`src/rtl/piso_serializer.sv`:
```
// piso_serializer: parallel-in / serial-out shifter with a valid/ready load
// handshake. It emits one bit per clock with a valid qualifier and
// frame start/done markers. A new word can be accepted on the cycle that
// shows the last bit of the current word, so words stream with no gap.
module piso_serializer #(
    parameter int WIDTH     = 4,
    parameter bit MSB_FIRST = 1'b1
) (
    input  logic             clk,
    input  logic             reset,
    input  logic             load_valid,
    input  logic [WIDTH-1:0] parallel_in,
    output logic             load_ready,
    output logic             serial_out,
    output logic             serial_valid,
    output logic             frame_start,
    output logic             frame_done,
    output logic             busy
);

    // Bit counter width; WIDTH >= 2 guarantees at least one bit.
    localparam int CW = $clog2(WIDTH);
    localparam logic [CW-1:0] CNT_LAST = CW'(WIDTH - 1);
    localparam logic [CW-1:0] CNT_ONE  = CW'(1);

    typedef enum logic {
        IDLE  = 1'b0,
        SHIFT = 1'b1
    } state_t;

    state_t           state_reg, state_next;
    logic [WIDTH-1:0] shreg_reg, shreg_next;
    logic [CW-1:0]    cnt_reg, cnt_next;
    logic             serial_out_reg, serial_out_next;
    logic             serial_valid_reg, serial_valid_next;
    logic             frame_start_reg, frame_start_next;
    logic             frame_done_reg, frame_done_next;

    // shreg advanced by one position towards the transmit end, zero filled.
    logic [WIDTH-1:0] shreg_shifted;

    logic at_last;
    logic accept;

    // The bit that goes on the wire first for a given register content.
    function automatic logic head_bit(input logic [WIDTH-1:0] w);
        if (MSB_FIRST) begin
            return w[WIDTH-1];
        end else begin
            return w[0];
        end
    endfunction

    // Per-bit shift network: each position takes its neighbour on the
    // side away from the transmit end; the far end is filled with 0.
    generate
        for (genvar gi = 0; gi < WIDTH; gi++) begin : g_shift
            if (MSB_FIRST) begin : g_left
                if (gi == 0) begin : g_fill
                    assign shreg_shifted[gi] = 1'b0;
                end else begin : g_move
                    assign shreg_shifted[gi] = shreg_reg[gi-1];
                end
            end else begin : g_right
                if (gi == WIDTH - 1) begin : g_fill
                    assign shreg_shifted[gi] = 1'b0;
                end else begin : g_move
                    assign shreg_shifted[gi] = shreg_reg[gi+1];
                end
            end
        end
    endgenerate

    // Ready when idle or when the last bit of the current word is showing;
    // held low while reset is asserted so nothing can be taken then.
    assign at_last    = (state_reg == SHIFT) && (cnt_reg == CNT_LAST);
    assign load_ready = !reset && ((state_reg == IDLE) || at_last);
    assign accept     = load_valid && load_ready;

    assign serial_out   = serial_out_reg;
    assign serial_valid = serial_valid_reg;
    assign frame_start  = frame_start_reg;
    assign frame_done   = frame_done_reg;
    assign busy         = (state_reg == SHIFT);

    // State, data and output registers; reset clears everything at once.
    always_ff @(posedge clk or posedge reset) begin
        if (reset) begin
            state_reg        <= IDLE;
            shreg_reg        <= '0;
            cnt_reg          <= '0;
            serial_out_reg   <= 1'b0;
            serial_valid_reg <= 1'b0;
            frame_start_reg  <= 1'b0;
            frame_done_reg   <= 1'b0;
        end else begin
            state_reg        <= state_next;
            shreg_reg        <= shreg_next;
            cnt_reg          <= cnt_next;
            serial_out_reg   <= serial_out_next;
            serial_valid_reg <= serial_valid_next;
            frame_start_reg  <= frame_start_next;
            frame_done_reg   <= frame_done_next;
        end
    end

    // Next-state logic: outputs are computed one cycle ahead so that the
    // registered serial_out/markers line up with the bit index in cnt.
    always_comb begin
        state_next        = state_reg;
        shreg_next        = shreg_reg;
        cnt_next          = cnt_reg;
        serial_out_next   = 1'b0;
        serial_valid_next = 1'b0;
        frame_start_next  = 1'b0;
        frame_done_next   = 1'b0;

        if (accept) begin
            // Fresh word (from IDLE or chained on the last bit).
            state_next        = SHIFT;
            shreg_next        = parallel_in;
            cnt_next          = '0;
            serial_out_next   = head_bit(parallel_in);
            serial_valid_next = 1'b1;
            frame_start_next  = 1'b1;
        end else begin
            case (state_reg)
                SHIFT: begin
                    if (cnt_reg != CNT_LAST) begin
                        shreg_next        = shreg_shifted;
                        cnt_next          = cnt_reg + CNT_ONE;
                        serial_out_next   = head_bit(shreg_shifted);
                        serial_valid_next = 1'b1;
                        frame_done_next   = ((cnt_reg + CNT_ONE) == CNT_LAST);
                    end else begin
                        // Last bit shown and nothing queued: go quiet.
                        state_next = IDLE;
                        shreg_next = '0;
                        cnt_next   = '0;
                    end
                end
                default: begin
                    state_next = IDLE;
                end
            endcase
        end
    end

endmodule

```
`config.mk`:
```
export PLATFORM = sky130hd
export DESIGN_NAME = piso_serializer
export DESIGN_NICKNAME = d
export VERILOG_FILES = /design/src/rtl/piso_serializer.sv
export SDC_FILE = /design/constraint.sdc
export NUM_CORES = 1
export LEC_CHECK = 0
export CAP_MARGIN = 20
export CORE_AREA = 8 8 45 47
export DETAILED_ROUTE_END_ITERATION = 6
export DIE_AREA = 0 0 53 55
export HOLD_SLACK_MARGIN = 0.1
export PLACE_DENSITY = 0.66
export SLEW_MARGIN = 5
export SYNTH_ARGS = -nofsm -noshare
export SYNTH_HDL_FRONTEND = slang
export SYNTH_SLANG_ARGS = --single-unit
export TNS_END_PERCENT = 20
```
`constraint.sdc`:
```
create_clock -name clk -period 1.2 [get_ports clk]
set_input_delay 0.24 -clock clk [delete_from_list [all_inputs] [get_ports clk]]
set_output_delay 0.24 -clock clk [all_outputs]
set_load 0.005 [all_outputs]
```
==> results.tsv <==
metric	value	unit
first-pass GRT wire length	1820	um
Synth Cell Area	449	sq um
vias in the first global route	419	
RSZ-0062 raised after global routing	yes	
H-tree Lvls	1	
Syn Area/Cell	11.5	sq um
Synth Warn #	0	
Hold WC Path Type	in2async	
core footprint	0.00138	sq mm
multi-input combinational cell area	218	sq um
r2r setup slk	-0.05	ns
WP depth	4	
TritonCTS clock tree	yes	
logic gate share of total power	53.5	%
status	complete, but fails checks	
Pleak	0.339	nW
Initial Util	32.5	%
Worst EP arrival	1.21	ns
Slew Limit Fails	0	
skew final	0.00370	ns
Max FO, Critical Path	2	
Buf+Inv Stages, Crit Path	1	
register area	225	sq um
Final setup viols	2	
CTS clock-pin slew for the worst setup and hold paths	0.06	ns
final instance area	688	sq um
number of flops mapped to enable cells by yosys	0	
sw power	492	uW
Slew HR	77.5	%
WL per Instance	12.8	um
pin count of the biggest net entering global routing	10	
Top FF cell, synth	dfrtp_1	
gpl congestion	0.743	
crit-path leading delay family	flip-flops	
all-layer global routing usage	8.54	%
Clk pwr share	14.9	%
synth unique cells	21	
Final #Nets	74	
Worst path slowest cell	dfrtp_1	
final core area utilization	49.7	%
Critical Path, Cell by Cell	ha_2, and2b_4, nor2_1, buf_2	
Final Power	1.50	mW
most numerous cell in the Yosys netlist	dfrtp_1	
largest area contributor in the netlist	dfrtp_1	
DRT antenna net count	0	
chip height	55	um
layout cells sized above 1	35.9	%
Setup crit start kind	flop	
kind of critical path	reg2out	
Post-DP Area	633	sq um
Die W	53	um
port bufs	12	
top cells by area in the synthesized netlist	dfrtp_1 50%, mux2i_1 6.7%, ha_1 5.6%	
drt first pass iters	4	
register area share after synthesis	50.1	%
Hold Fails Final Rpt	0	
Area growth, synth to finish	53.2	%
Detailed Route Iter0 Violations	3	
switching share of power	32.8	%
Vias	386	
root buffer cell	clkbuf_4	
slowest cell delay on critical path	0.38	ns
critical path required time	0.96	ns
minimum clock period	1.45	ns
Clock Sinks	9	
Cell Int Power	1.01	mW
initial antenna violation count	0	
TNS Setup	-0.298	ns
total CTS buffers	3	
worst reg2reg path depth	5	
Worst Tran Pin Value	0.338	ns
Syn Nets	48	
die area	0.00292	sq mm
failing checks	setup timing	
CP Capture Type	primary output	
sequential power share	31.6	%
final HPWL from detailed placement	726	um
Max-Cap Viols	0	
share of the synthesized area in the top cell type	50.1	%
hold buffers post-CTS	0	
DRC	0	
Via density	4.83	
fmax	691	MHz
ys async rst share	100	%
P per Cell Area	2180	mW/mm^2
WL final	1030	um
clk_lat worst skew	0.26	ns
Tcrit/Tclk final	121	%
Filler cells	137	
Placement Setup Slack	-0.328	ns
max reg flops	3	
PnR worst setup slack	-0.248	ns
clock buffer depth	2	
Overflow after GRT	0	
number of diodes	0	
cells after synthesis	39	
Post-synth top cells	9 x dfrtp_1, 3 x mux2i_1, 3 x o21ai_0	
IO Count	13	
Peak VDD IR	946	uV
# rows	14	
Yosys reg bits	9	
## per-stage QoR
stage               hold slack [ns]  cells
finish                        0.415     80
global route                  0.463     80
CTS                           0.411     80
detailed placement            0.486     73
global placement              0.490     73
floorplan                    0.0679     39
## worst paths after layout
| kind | start | endpoint |
|---|---|---|
| min in group clk | shreg_reg[1] | shreg_reg[2] |
| min | reset | frame_start |
| max in group asynchronous | reset | cnt_reg[0] |
| min reg2reg | shreg_reg[1] | shreg_reg[2] |
| max | cnt_reg[1] | load_ready |
| max reg2reg | cnt_reg[1] | serial_out |
## power groups by stage
stage	combinational, mW	clock (mW)	sequential [mW]
detailed placement	0.738	0	0.480
global route	0.905	0.256	0.492
global placement	0.729	0	0.479
CTS	0.808	0.230	0.474
finish	0.803	0.224	0.474
floorplan	0.339	0	0.511
## cell type report
class	instances	area share (%)
repair buffers	23	27.8
inverters	2	1.09
flip-flops and latches	9	32.7
clock buffers	4	3.82
well taps	16	2.91
multi-input cells	26	31.6
## worst min-delay path: stages
cell	delay, ns
clkdlybuf4s50_1	0.41
buf_4	0.16
inv_1	0.26
## cell families (layout without fill, tap and decap cells)
family	Yosys count	count (layout)	synth area share, %
fa+ha+maj	2	2	5.57
mux	3	3	6.69
flops	9	9	50.1
compound gates	10	10	14.5
buf+inv	4	29	5.85
simple gates	11	11	17.3
## per-layer routing
metal,wire (um),up-vias,track usage [%]
met5,0,-,0
met4,0,0,2.59
met3,86,0,5.08
met2,522,11,14.3
met1,418,187,8.85
li1,-,188,-
## timing repair
action / 4_1_cts / 5_1_grt
endpoints found under the setup margin: 9 / 8
gates cloned: 0 / 0
resized for setup: 15 / 5
setup buffers: 3 / 0
pin swaps: 1 / 2
## cells in the final DEF, fill, tap and decap left out, types with 3 or more instances in the layout
master and instances:
dlygate4sd2_1 3, mux2i_1 3, clkbuf_4 3, dfrtp_1 9, buf_4 9, o21ai_1 3
clkdlybuf4s50_1 6
(Power assumes the default switching activity.)
